[config.mk]
export PLATFORM = sky130hd
export DESIGN_NAME = pc_sequencer
export DESIGN_NICKNAME = d
export VERILOG_FILES = /design/src/rtl/pc_sequencer.sv
export SDC_FILE = /design/constraint.sdc
export NUM_CORES = 1
export LEC_CHECK = 0
export ABC_AREA = 0
export CAP_MARGIN = 20
export CORE_AREA = 5 5 88 90
export CTS_BUF_LIST = sky130_fd_sc_hd__clkbuf_4
export DETAILED_ROUTE_END_ITERATION = 8
export DIE_AREA = 0 0 93 95
export PLACE_DENSITY = 0.79
export RECOVER_POWER = 100
export SLEW_MARGIN = 5
export SYNTH_ARGS = -nofsm -noshare
export SYNTH_HDL_FRONTEND = slang
export SYNTH_SLANG_ARGS = --single-unit
[constraint.sdc]
create_clock -name CLK -period 2.82 [get_ports CLK]
set_input_delay 0.564 -clock CLK [delete_from_list [all_inputs] [get_ports CLK]]
set_output_delay 0.564 -clock CLK [all_outputs]
set_load 0.02 [all_outputs]
[src/rtl/pc_sequencer.sv]
// pc_sequencer: next-instruction-address controller with branch, hardware loop, stream stall and halt
module pc_sequencer #(
  parameter int PC_WIDTH        = 10,
  parameter int LOOP_CNT_WIDTH  = 8,
  parameter int STALL_CNT_WIDTH = 16
) (
  input  logic                       CLK,
  input  logic                       RESET,
  input  logic                       START,
  input  logic [PC_WIDTH-1:0]        START_ADDR,
  input  logic                       HALT_INSTR,
  input  logic                       BRANCH_TAKEN,
  input  logic [PC_WIDTH-1:0]        BRANCH_TARGET,
  input  logic                       LOOP_SET,
  input  logic [PC_WIDTH-1:0]        LOOP_END,
  input  logic [LOOP_CNT_WIDTH-1:0]  LOOP_COUNT,
  input  logic                       NEED_IN,
  input  logic                       IN_EMPTY,
  input  logic                       NEED_OUT,
  input  logic                       OUT_FULL,
  output logic [PC_WIDTH-1:0]        PC,
  output logic                       FETCH_VALID,
  output logic                       BUSY,
  output logic                       DONE,
  output logic                       LOOP_ACTIVE,
  output logic [STALL_CNT_WIDTH-1:0] STALL_CNT
);
  typedef enum logic [1:0] {IDLE, RUN, STALL, HALTED} state_t;
  state_t                    state;
  logic [LOOP_CNT_WIDTH-1:0] loop_cnt;
  logic [PC_WIDTH-1:0]       loop_start;
  logic [PC_WIDTH-1:0]       loop_end;
  logic                      stall;
  logic                      at_end;
  logic [PC_WIDTH-1:0]       pc_inc;
  assign stall  = (NEED_IN & IN_EMPTY) | (NEED_OUT & OUT_FULL);
  assign at_end = LOOP_ACTIVE && (PC == loop_end);
  assign pc_inc = PC + PC_WIDTH'(1);
  // Sequencer: an instruction only advances (and its controls only take effect) when no stream stall is pending
  always_ff @(posedge CLK or negedge RESET) begin
    if (!RESET) begin
      state       <= IDLE;
      PC          <= '0;
      FETCH_VALID <= 1'b0;
      BUSY        <= 1'b0;
      DONE        <= 1'b0;
      LOOP_ACTIVE <= 1'b0;
      loop_cnt    <= '0;
      loop_start  <= '0;
      loop_end    <= '0;
      STALL_CNT   <= '0;
    end else begin
      case (state)
        IDLE: begin
          DONE <= 1'b0;
          if (START) begin
            PC          <= START_ADDR;
            STALL_CNT   <= '0;
            LOOP_ACTIVE <= 1'b0;
            FETCH_VALID <= 1'b1;
            BUSY        <= 1'b1;
            state       <= RUN;
          end
        end
        RUN, STALL: begin
          if (stall) begin
            state       <= STALL;
            FETCH_VALID <= 1'b0;
            if (!(&STALL_CNT)) STALL_CNT <= STALL_CNT + STALL_CNT_WIDTH'(1);
          end else if (HALT_INSTR) begin
            state       <= HALTED;
            FETCH_VALID <= 1'b0;
            BUSY        <= 1'b0;
            DONE        <= 1'b1;
            LOOP_ACTIVE <= 1'b0;
          end else begin
            state       <= RUN;
            FETCH_VALID <= 1'b1;
            if (BRANCH_TAKEN) PC <= BRANCH_TARGET;
            else if (at_end && loop_cnt > LOOP_CNT_WIDTH'(1)) begin
              PC       <= loop_start;
              loop_cnt <= loop_cnt - LOOP_CNT_WIDTH'(1);
            end else begin
              PC <= pc_inc;
              if (at_end) LOOP_ACTIVE <= 1'b0;
            end
            // a new loop setting overrides whatever the current loop did this edge
            if (LOOP_SET) begin
              loop_start  <= pc_inc;
              loop_end    <= LOOP_END;
              loop_cnt    <= (LOOP_COUNT == '0) ? LOOP_CNT_WIDTH'(1) : LOOP_COUNT;
              LOOP_ACTIVE <= 1'b1;
            end
          end
        end
        HALTED: begin
          DONE  <= 1'b0;
          state <= IDLE;
        end
        default: state <= IDLE;
      endcase
    end
  end
endmodule

==> results.md, run 1 <==
- Total number of clock tree sinks: 60
- Kind of cell with the highest combined delay on the critical path: simple AND/OR/NAND/NOR gates
- Post-CTS Setup Bufs: 0
- Reported max-cap violation count: 2
- Detailed-route vias per instance: 5.68
- Die height: 95 microns
- Critical path type: reg2reg
- Worst hold path depth: 2
- Post-route DRC violation count: 0
- Number of CTS-inserted buffers: 9
- Hold buffers post-CTS: 0
- Number of instances in the placed design: between 500 and 600
- Delay of the slowest cell on the worst path: 0.56 ns
- Max clock buf depth: 2
- Count of buffers from port buffering: 77
- Routed length per placed instance: approximately 17 microns
- Number of standard cells after synthesis: 396
- Number of fillers in the final layout: 609
- Path class of the lowest-slack min-delay path: reg2reg
- FFs w/ async S/R, synth: 1.00
- Kind of capture point of the worst setup path: flop
- Routed Antenna Nets: 0
- Power Density: around 900 mW/mm^2
- Violations in the final reports: max-capacitance violations, max-slew violations
- Final Power: 3.91 mW
- Data required time of the worst path: 3.15 ns
- Diode insertion count for antenna repair: 0
- Root Driver: sky130_fd_sc_hd__clkbuf_4
- Setup TNS: 0 ns
- List of cells traversed by the critical path: xor2_1 > nor4_1 > nand4_2 > mux2_1 > o21ai_0 > nor3b_1
- Total number of nets in the final design: 544
- Number of register bits inferred by synthesis: 60
- Wire length of the first global-routing pass: 16100 microns
- Via Count: roughly 3.3k
- Post-synth net total: 451
- Destination of the worst register-to-register timing path: PC[8]
- Cell with the largest stage delay on the worst path: sky130_fd_sc_hd__nor4_1
- Final setup violation count: 0
- Proportion of synthesized chip area in sequential cells: 0.435
- Average cell area after synthesis: roughly 8.7 sq um
- Reg clk slew, reported paths: 0.10 ns
- R2R depth: 6
- Worst IR Drop VDD: roughly 0.00044 V
- Relative slew margins: -0.110
- Startpoint of the worst hold path: loop_start[9]
- Ys Warns: 0
- Std-Cell Core Area: 0.00698 sq mm
- Routability Congestion: 0.876
- Synth Cell Area: 0.00345 sq mm
- Tightest Pin Transition: 1.66 ns
- Number of enable flip-flop cells after synthesis: 0
- Setup Skew: roughly 0.018 ns
- Area overhead of the layout relative to synthesis: 29.1%
- Number of H-tree branching levels: 3
- Leak: around 2.0 nW
- Number of instances resized during post-cts repair: 0
- Maximum clock rate: 388 MHz
- Initial standard-cell utilization of the core: 0.494
- Unrepaired setup endpoints after global routing: false
- Row count: 31
- Full die area: between 0.008 and 0.009 sq mm
- Count of buffer and inverter cells on the critical path: 0
- Largest fanout on the critical path: 11
- Total count of max-transition violations in the final report: 62
- Ratio of final minimum period to clock period: 0.913
- Horizontal extent of the die: 93 microns
- Layout Utilization: 0.638
- Hold Violations, Final: 0
- I/O pin count: 78
- Detail Placement HPWL: between 7000 and 8000 microns
- Remaining Overflow, GRT: 0
- Initial antenna violation count: 0
- Seq. cell area: 0.00150 sq mm
- Initial DRT Pass Iterations: 4
- DRT Wirelength: 9550 microns
- Latest clock arrival within the worst-skew pair: 0.42 ns
- Reg-to-reg slack, setup: approximately 0.24 ns
- Maximum number of pins on one net before global-route repair: 33
- Startpoint types: flop
- Vias in the first global route: around 3.3k
- Number of design-rule violations left by the first detailed-router iteration: ~310
- R2r startpoint: PC[8]
- Share of layout cells above drive strength 1: 0.0609
- Time the worst path needs with I/O delays and setup: 2.58 ns
- Number of non-filler instances in the completed layout: 575
- Result of the run: finished with violations
- Worst hold endpoint: loop_start[9]
- Multi-input logic area: approximately 0.0018 sq mm
- Total GRT Usage: 0.232
- Worst endpoint data arrival time: 2.91 ns
- Post-synth top flop: sky130_fd_sc_hd__dfrtp_1
- TritonCTS clock tree: done
- Distinct cell type count after synthesis: between 50 and 60
## worst max path at each step
| stage | startpoint | end | slack (ns) | cells after the start |
|---|---|---|---|---|
| CTS | PC[8] | PC[6] | 0.29 | 6 |
| floorplan | loop_cnt[4] | PC[3] | 0.53 | 8 |
| global route | PC[8] | PC[5] | 0.006 | 6 |
| finish | PC[8] | PC[8] | 0.24 | 6 |
| detailed placement | NEED_IN | loop_cnt[7] | 0.22 | 7 |
| global placement | NEED_IN | loop_cnt[7] | 0.28 | 7 |
## cell type report
cell class / instances / area share
Timing Repair Buffer: 96 / 0.196
Sequential cell: 60 / 0.337
Clock inverter: 3 / 0.00337
Multi-Input combinational cell: 308 / 0.409
Tap cell: 82 / 0.0230
Inverter: 14 / 0.0118
Clock buffer: 12 / 0.0202
## stage by stage
stage	worst slack [ns]	hold WS [ns]	instance area (sq um)
2_1_floorplan	0.529	0.268	3450
3_3_place_gp	0.275	0.459	4400
3_5_place_dp	0.223	0.467	4400
4_1_cts	0.286	0.178	4500
5_1_grt	0.00554	0.528	4460
6_report	0.244	0.490	4460
## layer usage
| metal | wire (microns) | share of wire | track usage | vias up |
|---|---|---|---|---|
| met1 | 3970 | 0.42 | 0.299 | 1559 |
| met4 | 191 | 0.020 | 0.114 | 0 |
| met2 | 4730 | 0.49 | 0.375 | 113 |
| met3 | 667 | 0.070 | 0.0430 | 17 |
| li1 | - | - | - | 1576 |
| met5 | 0 | 0 | 0 | - |
## state kept, by name (all words and copies together), names as in the netlist
register     cells
STALL_CNT       16
PC              10
loop_end        10
loop_start      10
loop_cnt         8
state            2
BUSY             1
DONE             1
FETCH_VALID      1
LOOP_ACTIVE      1
## worst reg2reg max path, cell delays in order, from the launching register on
cell,delay (ns)
sky130_fd_sc_hd__dfrtp_1,0.47
sky130_fd_sc_hd__xor2_1,0.20
sky130_fd_sc_hd__nor4_1,0.56
sky130_fd_sc_hd__nand4_2,0.49
sky130_fd_sc_hd__mux2_1,0.46
sky130_fd_sc_hd__o21ai_0,0.12
sky130_fd_sc_hd__nor3b_1,0.20
## logic make-up after synthesis
logic type / after synthesis / synth area share
buffers and inverters: 28 / 0.0341
xor gates and xnor gates: 32 / 0.0812
adders and majority gates: 7 / 0.0254
muxes: 8 / 0.0250
DFF: 60 / 0.435
and+or+nand+nor: 179 / 0.255
AOI/OAI and AO/OA: 82 / 0.145
## cell usage after synthesis (6+ instances only)
library cell | count | share of area
sky130_fd_sc_hd__o21ai_0 | 24 | 0.035
sky130_fd_sc_hd__nand2_1 | 71 | 0.077
sky130_fd_sc_hd__xor2_1 | 21 | 0.053
sky130_fd_sc_hd__nand3_1 | 11 | 0.016
sky130_fd_sc_hd__inv_1 | 14 | 0.015
sky130_fd_sc_hd__clkbuf_1 | 9 | 0.0098
sky130_fd_sc_hd__and3_1 | 9 | 0.016
sky130_fd_sc_hd__nor3_1 | 7 | 0.010
sky130_fd_sc_hd__nor2_1 | 37 | 0.040
sky130_fd_sc_hd__ha_1 | 7 | 0.025
sky130_fd_sc_hd__xnor2_1 | 11 | 0.028
sky130_fd_sc_hd__a21oi_1 | 22 | 0.032
sky130_fd_sc_hd__and4_1 | 6 | 0.015
sky130_fd_sc_hd__dfrtp_1 | 60 | 0.43
## cells in the final DEF (no fill, tap or decap), drive strengths merged, types with 14 or more instances in the layout
cell type / count
inv: 14
dfrtp: 60
o21ai: 28
xor2: 21
dlygate4sd3: 31
clkbuf: 22
nand2: 71
clkdlybuf4s50: 45
nor2: 37
a21oi: 22
## where the power goes
part | switching, mW | total (mW) | internal, mW
sequential | 0.300 | 1.47 | 1.17
clock | 0.317 | 0.519 | 0.202
combinational | 1.12 | 1.93 | 0.802
total | 1.74 | 3.91 | 2.17
Power figures use the tool's default switching activity.
==> inputs of run 2 (changes only) <==
Settings changed: ABC_AREA 0 to 1, CORE_AREA 5 5 88 90 to 5 5 97 99, DIE_AREA 0 0 93 95 to 0 0 102 104, PLACE_DENSITY 0.79 to 0.7.
==> run 2 against run 1 <==
Compared with the run above: the flow now finishes without violations; sequential cell count stayed put; via count is 11% higher; utilization is 7.7 points lower; fmax is 9.4% higher.
==> results.md, run 2 <==
- Result of the run: finished, final reports clean (was finished with violations)
- Largest register FFs: 16 (unchanged)
- Routed length per placed instance: 13.7 microns (was 16.6 microns)
- Routed Antenna Nets: 0 (unchanged)
- Leak: 2.24 nW (was 2.05 nW)
- Post-synth net total: 586 (was 451)
- Worst IR Drop VDD: 0.000429 V (was 0.000436 V)
- Full die area: 0.0106 sq mm (was 0.00884 sq mm)
- Worst endpoint data arrival time: 2.64 ns (was 2.91 ns)
- Detail Placement HPWL: 7450 microns (was 7230 microns)
- Most common library cells after synthesis: sky130_fd_sc_hd__nand2_1, sky130_fd_sc_hd__dfrtp_1, sky130_fd_sc_hd__nor2_1, sky130_fd_sc_hd__inv_1, sky130_fd_sc_hd__o21ai_0 (was sky130_fd_sc_hd__nand2_1, sky130_fd_sc_hd__dfrtp_1, sky130_fd_sc_hd__nor2_1, sky130_fd_sc_hd__o21ai_0, sky130_fd_sc_hd__a21oi_1)
- Row count: 34 (was 31)
- Reg-to-reg slack, setup: 0.47 ns (was 0.24 ns)
- Pre-CTS setup slack: 0.428 ns (was 0.223 ns)
- Number of standard cells after synthesis: 531 (was 396)
- Remaining Overflow, GRT: 0 (unchanged)
- Proportion of synthesized chip area in sequential cells: 0.403 (was 0.435)
- Wire length of the first global-routing pass: 16500 microns (was 16100 microns)
- Number of CTS-inserted buffers: 9 (unchanged)
- Ys Warns: 0 (unchanged)
- Time the worst path needs with I/O delays and setup: 2.35 ns (was 2.58 ns)
- Distinct cell type count after synthesis: 36 (was 52)
- Root Driver: sky130_fd_sc_hd__clkbuf_4 (unchanged)
- Ratio of final minimum period to clock period: 0.835 (was 0.913)
- FFs w/ async S/R, synth: 1.00 (unchanged)
- Count of buffers from port buffering: 77 (unchanged)
- Int Pwr: 2.41 mW (was 2.17 mW)
- Reported max-cap violation count: 0 (was 2)
- Tightest Pin Transition: 1.48 ns (was 1.66 ns)
- Initial DRT Pass Iterations: 8 (was 4)
- Share of layout cells above drive strength 1: 0.0633 (was 0.0609)
- Number of H-tree branching levels: 3 (unchanged)
- Gate power share: 0.512 (was 0.492)
- Via Count: 3635 (was 3265)
- Horizontal extent of the die: 102 microns (was 93 microns)
- Register with the most flip-flops: STALL_CNT (unchanged)
- Maximum clock rate: 425 MHz (was 388 MHz)
- Area overhead of the layout relative to synthesis: 27.3% (was 29.1%)
- Power Density: 944 mW/mm^2 (was 878 mW/mm^2)
- Total count of max-transition violations in the final report: 0 (was 62)
- Setup Skew: 0.0129 ns (was 0.0178 ns)
- Vias in the first global route: 3578 (was 3345)
- Critical path type: reg2reg (unchanged)
- Number of design-rule violations left by the first detailed-router iteration: 271 (was 308)
- Post-synth top flop: sky130_fd_sc_hd__dfrtp_1 (unchanged)
- Area leader, netlist: sky130_fd_sc_hd__dfrtp_1 (unchanged)
- Startpoint types: flop (unchanged)
- Max clock buf depth: 2 (unchanged)
- Number of register bits inferred by synthesis: 60 (unchanged)
- Most frequent cells in the layout: sky130_fd_sc_hd__nand2_1, sky130_fd_sc_hd__dfrtp_1, sky130_fd_sc_hd__inv_1 (was sky130_fd_sc_hd__nand2_1, sky130_fd_sc_hd__dfrtp_1, sky130_fd_sc_hd__clkdlybuf4s50_1)
- Kind of capture point of the worst setup path: flop (unchanged)
- Most area-consuming cells after synthesis: sky130_fd_sc_hd__dfrtp_1, sky130_fd_sc_hd__nand2_1, sky130_fd_sc_hd__nor2_1 (was sky130_fd_sc_hd__dfrtp_1, sky130_fd_sc_hd__nand2_1, sky130_fd_sc_hd__xor2_1)
- Post-CTS Setup Bufs: 0 (unchanged)
- DRT Wirelength: 9930 microns (was 9550 microns)
- Latest clock arrival within the worst-skew pair: 0.40 ns (was 0.42 ns)
- Hold Violations, Final: 0 (unchanged)
- Initial standard-cell utilization of the core: 0.440 (was 0.494)
- Initial antenna violation count: 0 (unchanged)
- Synth Cell Area: 0.00373 sq mm (was 0.00345 sq mm)
- Diode insertion count for antenna repair: 0 (unchanged)
- Share of total power in the clock network: 0.155 (was 0.133)
- Maximum number of pins on one net before global-route repair: 37 (was 33)
- Number of instances resized during post-cts repair: 0 (unchanged)
- Switching share of power: 0.462 (was 0.444)
- Routability Congestion: 0.852 (was 0.876)
- Post-route DRC violation count: 0 (unchanged)
- Total number of clock tree sinks: 60 (unchanged)
- Total number of nets in the final design: 666 (was 544)
- Total GRT Usage: 0.190 (was 0.232)
- Largest fanout on the critical path: 16 (was 11)
- Most common library cell in the layout ignoring fill and taps: sky130_fd_sc_hd__nand2_1 (unchanged)
- Most repeated cell in the gate-level netlist after synthesis: sky130_fd_sc_hd__nand2_1 (unchanged)
- Switching pwr: 2.07 mW (was 1.74 mW)
- Reg clk slew, reported paths: 0.10 ns (about the same)
- Die height: 104 microns (was 95 microns)
- Setup TNS: 0 ns (unchanged)
- Path class of the lowest-slack min-delay path: in2async (was reg2reg)
- TritonCTS clock tree: done (unchanged)
- Proportion of netlist area held by the largest area contributor: 0.403 (was 0.435)
- Detailed-route vias per instance: 5.02 (was 5.68)
- Unrepaired setup endpoints after global routing: false (unchanged)
- Sequential share of power: 0.334 (was 0.375)
- I/O pin count: 78 (unchanged)
- Final setup violation count: 0 (unchanged)
- Data required time of the worst path: 3.10 ns (was 3.15 ns)
- Average cell area after synthesis: 7.02 sq um (was 8.72 sq um)
- Relative slew margins: 0.0142 (was -0.110)
- Hold buffers post-CTS: 0 (unchanged)
- Worst setup slack after layout: 0.465 ns (was 0.244 ns)
- Number of enable flip-flop cells after synthesis: 0 (unchanged)
- Std-Cell Core Area: 0.00847 sq mm (was 0.00698 sq mm)
## run 2: metal layers
| metal | up-vias | global-route usage | part of all wire |
|---|---|---|---|
| met2 | 81 | 0.305 | 0.48 |
| met4 | 0 | 0.0609 | 0.014 |
| met1 | 1667 | 0.257 | 0.46 |
| met3 | 13 | 0.0342 | 0.051 |
| met5 | - | 0 | 0 |
| li1 | 1874 | - | - |
## run 2: power by group through the flow
stage,logic [mW],clock network (mW),registers [mW]
2_1_floorplan,1.52,0,1.57
3_3_place_gp,2.32,0,1.51
3_5_place_dp,2.37,0,1.51
4_1_cts,2.38,0.708,1.50
5_1_grt,2.59,0.746,1.54
6_report,2.29,0.693,1.50
## run 2: layout make-up
class / count / area, sq um
Clock inverter: 5 / 76.3
Clock buffer: 11 / 82.6
Tap cell: 108 / 135
Sequential cell: 60 / 1500
Timing Repair Buffer: 86 / 826
Inverter: 66 / 248
Multi-Input combinational cell: 388 / 1880
Fill cell: 808 / 3720
## run 2: critical path, stage by stage (launching register included)
cell,delay (ns)
sky130_fd_sc_hd__dfrtp_1,0.36
sky130_fd_sc_hd__inv_1,0.07
sky130_fd_sc_hd__ha_1,0.29
sky130_fd_sc_hd__clkbuf_1,0.55
sky130_fd_sc_hd__o21ai_0,0.20
sky130_fd_sc_hd__nand3_1,0.34
sky130_fd_sc_hd__inv_1,0.20
sky130_fd_sc_hd__nor2_1,0.15
sky130_fd_sc_hd__a21oi_1,0.06
## run 2: cell families after synthesis
| family | count (synthesis) | synth area share |
|---|---|---|
| AND/OR/NAND/NOR | 289 | 0.332 |
| multiplexers | 1 | 0.00302 |
| adder cells (fa/ha/maj) | 7 | 0.0235 |
| AO/OA/AOI/OAI | 77 | 0.116 |
| buffers and inverters | 83 | 0.0906 |
| flip-flops | 60 | 0.403 |
| XOR/XNOR | 14 | 0.0329 |
## run 2: through the flow
step	power, mW	hold slack, ns	instance area, sq um	util	std cells
5_1_grt	4.88	0.520	4750	0.561	724
2_1_floorplan	3.09	0.268	3730	-	531
3_5_place_dp	3.89	0.469	4620	0.546	708
3_3_place_gp	3.83	0.465	4620	0.546	708
6_report	4.48	0.493	4750	0.561	724
4_1_cts	4.59	0.182	4780	0.564	724
## run 2: final timing paths
path / from / depth (start not counted) / end
worst max-delay path: state[1] / 8 / PC[0]
worst min-delay path: RESET / 1 / loop_cnt[3]
worst max register to register: state[1] / 8 / PC[0]
worst min register to register: loop_start[9] / 2 / loop_start[9]
max in group asynchronous: RESET / 2 / STALL_CNT[9]
min in group CLK: loop_start[9] / 2 / loop_start[9]
